[src/rtl/usbfs_debug_pkg.sv]
// Shared types and ASCII helpers for the USB debug hex text formatter.
package usbfs_debug_pkg;

  typedef enum logic [2:0] {
    ST_IDLE,
    ST_FETCH,
    ST_HI,
    ST_LO,
    ST_SEP,
    ST_BANG,
    ST_NL
  } state_e;

  localparam logic [7:0] ASCII_SPACE = 8'h20;
  localparam logic [7:0] ASCII_LF    = 8'h0A;
  localparam logic [7:0] ASCII_BANG  = 8'h21;
  localparam logic [7:0] ASCII_0     = 8'h30;
  localparam logic [7:0] ASCII_A     = 8'h41;

  function automatic logic [7:0] hex_nibble_to_ascii(input logic [3:0] nibble);
    if (nibble < 4'd10) begin
      return ASCII_0 + {4'h0, nibble};
    end else begin
      return ASCII_A + {4'h0, nibble} - 8'd10;
    end
  endfunction

endpackage

[src/rtl/usbfs_debug_byte_fifo.sv]
// 9-bit {last, byte} FIFO with a registered read port so the array maps onto block RAM.
module usbfs_debug_byte_fifo
  import usbfs_debug_pkg::*;
#(
  parameter int ISIZE = 6
) (
  input  logic       clk,
  input  logic       rst,
  input  logic       i_wr_en,
  input  logic [8:0] i_wr_data,
  input  logic       i_rd_en,
  output logic [8:0] o_rd_data,
  output logic       o_full,
  output logic       o_empty
);
  localparam int DEPTH = 1 << ISIZE;

  logic [8:0]     r_mem [0:DEPTH-1];
  logic [ISIZE:0] r_wr_ptr;
  logic [ISIZE:0] r_rd_ptr;
  logic [8:0]     r_rd_data;

  // The extra pointer bit tells a full ring apart from an empty one.
  assign o_empty   = (r_wr_ptr == r_rd_ptr);
  assign o_full    = (r_wr_ptr[ISIZE] != r_rd_ptr[ISIZE]) &&
                     (r_wr_ptr[ISIZE-1:0] == r_rd_ptr[ISIZE-1:0]);
  assign o_rd_data = r_rd_data;

  always_ff @(posedge clk) begin
    if (i_wr_en) begin
      r_mem[r_wr_ptr[ISIZE-1:0]] <= i_wr_data;
    end
  end

  always_ff @(posedge clk) begin
    if (rst) begin
      r_wr_ptr  <= '0;
      r_rd_ptr  <= '0;
      r_rd_data <= '0;
    end else begin
      if (i_wr_en) begin
        r_wr_ptr <= r_wr_ptr + (ISIZE+1)'(1);
      end
      if (i_rd_en) begin
        r_rd_data <= r_mem[r_rd_ptr[ISIZE-1:0]];
        r_rd_ptr  <= r_rd_ptr + (ISIZE+1)'(1);
      end
    end
  end

endmodule

[src/rtl/usbfs_debug_hex_formatter.sv]
// Renders captured USB bytes as "HH " hex text for the debug UART and marks
// FIFO overflow losses with a "!\n" line terminator.
module usbfs_debug_hex_formatter
  import usbfs_debug_pkg::*;
#(
  parameter int ISIZE          = 6,
  parameter int BYTES_PER_LINE = 16
) (
  input  logic        clk,
  input  logic        rst,
  input  logic [7:0]  in_byte,
  input  logic        in_valid,
  input  logic        in_last,
  output logic [7:0]  tx_data,
  output logic        tx_en,
  input  logic        tx_rdy,
  output logic [15:0] drop_cnt
);
  localparam logic [7:0] LP_BPL = 8'(BYTES_PER_LINE);

  state_e      r_state;
  state_e      w_next_state;
  logic        w_full;
  logic        w_empty;
  logic        w_push;
  logic        w_drop;
  logic        w_pop;
  logic        w_emit;
  logic        w_fire;
  logic        w_sep_nl;
  logic [7:0]  w_char;
  logic [8:0]  w_rd_data;
  logic [7:0]  r_byte;
  logic        r_last;
  logic [7:0]  r_line_cnt;
  logic        r_drop_pending;
  logic [15:0] r_drop_cnt;

  // Fullness is judged on the current pointers, so a pop in the same cycle
  // cannot rescue an incoming byte.
  assign w_push   = in_valid & ~w_full;
  assign w_drop   = in_valid & w_full;
  assign w_sep_nl = r_last | ((r_line_cnt + 8'd1) == LP_BPL);

  // TX handshake: a character transfers on each clock where tx_en=1; tx_en is
  // only raised while tx_rdy=1, and tx_data stays put while an emit waits.
  assign w_fire   = w_emit & tx_rdy;
  assign tx_en    = w_fire;
  assign tx_data  = w_char;
  assign drop_cnt = r_drop_cnt;

  usbfs_debug_byte_fifo #(
    .ISIZE (ISIZE)
  ) u_fifo (
    .clk       (clk),
    .rst       (rst),
    .i_wr_en   (w_push),
    .i_wr_data ({in_last, in_byte}),
    .i_rd_en   (w_pop),
    .o_rd_data (w_rd_data),
    .o_full    (w_full),
    .o_empty   (w_empty)
  );

  always_ff @(posedge clk) begin
    if (rst) begin
      r_state <= ST_IDLE;
    end else begin
      r_state <= w_next_state;
    end
  end

  always_comb begin
    w_next_state = r_state;
    w_pop        = 1'b0;
    w_emit       = 1'b0;
    w_char       = 8'h00;
    case (r_state)
      ST_IDLE: begin
        if (r_drop_pending) begin
          w_next_state = ST_BANG;
        end else if (!w_empty) begin
          w_pop        = 1'b1;
          w_next_state = ST_FETCH;
        end
      end
      ST_FETCH: w_next_state = ST_HI;
      ST_HI: begin
        w_emit = 1'b1;
        w_char = hex_nibble_to_ascii(r_byte[7:4]);
        if (tx_rdy) w_next_state = ST_LO;
      end
      ST_LO: begin
        w_emit = 1'b1;
        w_char = hex_nibble_to_ascii(r_byte[3:0]);
        if (tx_rdy) w_next_state = ST_SEP;
      end
      ST_SEP: begin
        w_emit = 1'b1;
        w_char = w_sep_nl ? ASCII_LF : ASCII_SPACE;
        if (tx_rdy) w_next_state = ST_IDLE;
      end
      ST_BANG: begin
        w_emit = 1'b1;
        w_char = ASCII_BANG;
        if (tx_rdy) w_next_state = ST_NL;
      end
      ST_NL: begin
        w_emit = 1'b1;
        w_char = ASCII_LF;
        if (tx_rdy) w_next_state = ST_IDLE;
      end
      default: w_next_state = ST_IDLE;
    endcase
  end

  always_ff @(posedge clk) begin
    if (rst) begin
      r_byte         <= 8'h00;
      r_last         <= 1'b0;
      r_line_cnt     <= 8'h00;
      r_drop_pending <= 1'b0;
      r_drop_cnt     <= 16'h0000;
    end else begin
      if (r_state == ST_FETCH) begin
        r_last <= w_rd_data[8];
        r_byte <= w_rd_data[7:0];
      end
      if (r_state == ST_SEP && tx_rdy) begin
        r_line_cnt <= w_sep_nl ? 8'h00 : r_line_cnt + 8'd1;
      end else if (r_state == ST_NL && tx_rdy) begin
        r_line_cnt <= 8'h00;
      end
      // A fresh overflow outranks the clear so no loss goes unmarked.
      if (w_drop) begin
        r_drop_pending <= 1'b1;
      end else if (r_state == ST_NL && tx_rdy) begin
        r_drop_pending <= 1'b0;
      end
      if (w_drop && r_drop_cnt != 16'hFFFF) begin
        r_drop_cnt <= r_drop_cnt + 16'd1;
      end
    end
  end

endmodule

[config.mk]
export PLATFORM = sky130hd
export DESIGN_NAME = usbfs_debug_hex_formatter
export DESIGN_NICKNAME = d
export VERILOG_FILES = /design/src/rtl/usbfs_debug_pkg.sv /design/src/rtl/usbfs_debug_byte_fifo.sv /design/src/rtl/usbfs_debug_hex_formatter.sv
export SDC_FILE = /design/constraint.sdc
export NUM_CORES = 1
export LEC_CHECK = 0
export CAP_MARGIN = 20
export CORE_MARGIN = 5
export CORE_UTILIZATION = 55
export CTS_CLUSTER_DIAMETER = 100
export CTS_CLUSTER_SIZE = 30
export DETAILED_ROUTE_END_ITERATION = 6
export GPL_ROUTABILITY_DRIVEN = 0
export HOLD_SLACK_MARGIN = 0.03
export PLACE_DENSITY = 0.71
export SYNTH_ARGS = -nofsm -noshare
export SYNTH_HDL_FRONTEND = slang
export SYNTH_SLANG_ARGS = --single-unit
[constraint.sdc]
create_clock -name clk -period 4.6 [get_ports clk]
set_input_delay 0.69 -clock clk [delete_from_list [all_inputs] [get_ports clk]]
set_output_delay 0.69 -clock clk [all_outputs]
set_load 0.05 [all_outputs]
==> flow_summary_export.csv <==
group,metric,value,unit
worst_hold_path,hp-class,"reg -> reg",
floorplan,row_count,79,
timing,fmax,0.2580,GHz
power_and_ir_drop,power_density,403.8,nW/um^2
synthesis,avgSynthCellArea,16.65,sq um
clock_network,post_cts_resize_count,0,
setup_path,worstSetupPathType,"reg -> out",
clock_network,clkLatencyLatePin,0.59,ns
synthesis,seq_area_frac_synth,71.89,%
global_route,grt.busiest_layer,"met2",
floorplan,die_w,226.3,microns
floorplan,die_h,226.3,microns
clock_network,cts_setup_buffers,0,
global_route,overflow,0,
clock_network,clk_path_buf_depth,3,
setup_path,crit_start,"r_line_cnt[0]$_SDFFE_PP0P_",
timing,setup_ws,0.7233,ns
setup_path,cp-start-kind,"register",
clock_network,cts_max_level,1,
drt,wl,57270,microns
drt,ant_nets,0,
synthesis,ys_types,67,
setup_path,cp.arrival,3.19,ns
timing,max_slew_margin,32.88,%
setup_path,worstRegToRegCells,5,
place,post-place-ws,1.143,ns
global_route,antenna_found_initial,1,
setup_path,crit_path_end,"tx_data[3]",
timing,skew,0.03923,ns
timing,hold_slack,0.4737,ns
synthesis,synth_area,25730,sq um
floorplan,dieArea,51210,sq um
setup_path,worstPathMaxFanout,6,
drt,drc,0,
global_route,grtUsageMet2,35.87,%
setup_path,end_kind,"output port",
timing,finalHoldViolCount,0,
place,postPlaceCellArea,26600,sq um
power_and_ir_drop,p_leak,8.217,nW
floorplan,start_util,55.39,%
timing,worst_slew_pin_slew,1.003,ns
global_route,grt_max_degree,131,
place,dp_cells,2123,
clock_network,cts.sinks,636,
setup_path,cp.required,3.91,ns
setup_path,reg2reg_to,"u_fifo.r_mem[60][0]$_DFFE_PP_",
timing,finalMaxSlewViolations,0,
synthesis,syn_inst,1545,
cells_and_area,fin_area,27330,sq um
cells_and_area,final_nets,1562,
place,dpl.hpwl,36140,microns
timing,fin_crit_sh,84.28,%
cells_and_area,area_growth,6.215,%
global_route,grt_pass1_vias,13480,
synthesis,netlist_top_cells_count,"edfxtp_1, mux2i_1, nor2_1, mux4_2, a21oi_1",
setup_path,crit_family,"buffers and inverters",
global_route,grt_first_pass_wirelength,86280,microns
drt,viasPerCell,6.355,
synthesis,synth_edf_count,576,
synthesis,synth_fp_nets,1564,
clock_network,clkSlewWorstSetupHoldPaths,0.12,ns
run,drv_cap,0,
timing,min_period,3.877,ns
timing,finalSetupViolCount,0,
cells_and_area,num_antenna_cells,0,
timing,rsz0062_at_grt,"false",
power_and_ir_drop,power,11.03,mW
power_and_ir_drop,vdd.ir_drop.worst,0.0002775,V
setup_path,slowest_stage,"clkdlybuf4s50_1",
global_route,globalRouteMet1Util,33.65,%
setup_path,path_depth,7,
floorplan,ios,38,
clock_network,cts_buffers,25,
global_route,grt_use_total,22.42,%
setup_path,crit_buf_inv,1,
setup_path,rrSetupSlack,1.16,ns
synthesis,yosys_warnings,0,
cells_and_area,stdcell_count,2168,
synthesis,yosysMostFrequentCell,"edfxtp_1",
drt,drtIter0Drc,1506,
synthesis,synth.ff_latch_count,636,
synthesis,yosysTopAreaCellShare,67.22,%
clock_network,clockRootBuffer,"clkbuf_16",
place,io_buffers,36,
drt,vias,13780,
clock_network,holdBufCountCts,0,
cells_and_area,nFillCells,3466,
synthesis,synth_area_leaders,"edfxtp_1, mux4_2, mux2i_1",
timing,setup_tns,0,ns
floorplan,core_area,46460,sq um
drt,dr.pass1.iters,5,
synthesis,yosysTopAreaCell,"edfxtp_1",
cells_and_area,final_util,58.83,%
synthesis,async_flop_share,0,%
clock_network,cts_tree,"done",
synthesis,ys_dominant_reg_cell,"edfxtp_1",
setup_path,crit_chain,"ha_1 -> nand2_1 -> nor4_1 -> a21oi_1 -> or3_1 -> o21ai_0 -> clkdlybuf4s50_1",
setup_path,r2r_start,"u_fifo.r_rd_ptr[3]$_SDFFE_PP0P_",
setup_path,slowest_delay,0.83,ns
global_route,use_met3,2.033,%
cells_and_area,drive_above_1_share,11.66,%
drt,wl_per_cell,26.41,microns
status,status,"finished, final reports clean",
area by class of cell:
| cell class | count | area, sq um | area share [%] |
|---|---|---|---|
| inverters | 16 | 60.06 | 0.2197 |
| clock inverters | 1 | 30.03 | 0.1099 |
| well taps | 607 | 759.5 | 2.779 |
| repair buffers | 71 | 598.1 | 2.188 |
| clock buffers | 44 | 696.9 | 2.550 |
| flip-flops and latches | 636 | 18510 | 67.72 |
| multi-input cells | 793 | 6676 | 24.43 |
how the worst min path moves through the flow:
stage,from,end,slack (ns),cells past startpoint
2_1_floorplan,u_fifo.o_rd_data[2]$_SDFFE_PP0P_,r_byte[2]$_SDFFE_PP0P_,0.43,2
3_3_place_gp,u_fifo.o_rd_data[3]$_SDFFE_PP0P_,r_byte[3]$_SDFFE_PP0P_,0.44,2
3_5_place_dp,u_fifo.o_rd_data[3]$_SDFFE_PP0P_,r_byte[3]$_SDFFE_PP0P_,0.46,2
4_1_cts,u_fifo.o_rd_data[3]$_SDFFE_PP0P_,r_byte[3]$_SDFFE_PP0P_,0.48,2
5_1_grt,u_fifo.o_rd_data[0]$_SDFFE_PP0P_,r_byte[0]$_SDFFE_PP0P_,0.50,2
6_report,u_fifo.o_rd_data[7]$_SDFFE_PP0P_,r_byte[7]$_SDFFE_PP0P_,0.47,2
logic make-up after synthesis:
logic type	synth area share (%)
DFF	71.89
and+or+nand+nor	5.436
AOI/OAI and AO/OA	6.521
muxes	12.82
buffers and inverters	2.174
xor gates and xnor gates	0.8558
adders and majority gates	0.2918
other	0.01457
worst reg2reg max path: stages (launching register included):
cell and delay [ns]:
dfxtp_1 0.80, xnor2_1 0.23, and4_1 0.30, a21oi_1 0.24, nand2_1 0.66, nor2_1 0.85
metal layers:
layer | wire length (microns) | up-vias
met5 | 0 | -
met4 | 1814 | 0
li1 | - | 6109
met2 | 27100 | 561
met3 | 3849 | 80
met1 | 24500 | 7028
state kept, by name, summed over array words and instances, names as in the netlist:
name,flops
drop_cnt,16
r_byte,8
r_drop_pending,1
r_last,1
r_line_cnt,8
r_state,3
u_fifo.o_rd_data,9
u_fifo.r_mem,576
u_fifo.r_rd_ptr,7
u_fifo.r_wr_ptr,7
where the power goes:
group	internal, mW	leakage [nW]	switching [mW]
sequential	6.37	5.67	0.0882
clock	1.06	0.342	1.65
combinational	0.773	2.20	1.10
total	8.20	8.22	2.83
layout by cell type (no fill, tap or decap), types with 29 or more instances in the layout:
cell type	synthesis	final
a21oi_1	70	70
buf_4	17	33
dfxtp_1	60	57
edfxtp_1	576	576
mux2i_1	145	145
mux4_2	73	73
nand2_1	50	50
nand3_1	35	35
nor2_1	101	101
o21ai_0	29	29
Power figures use the tool's default switching activity.
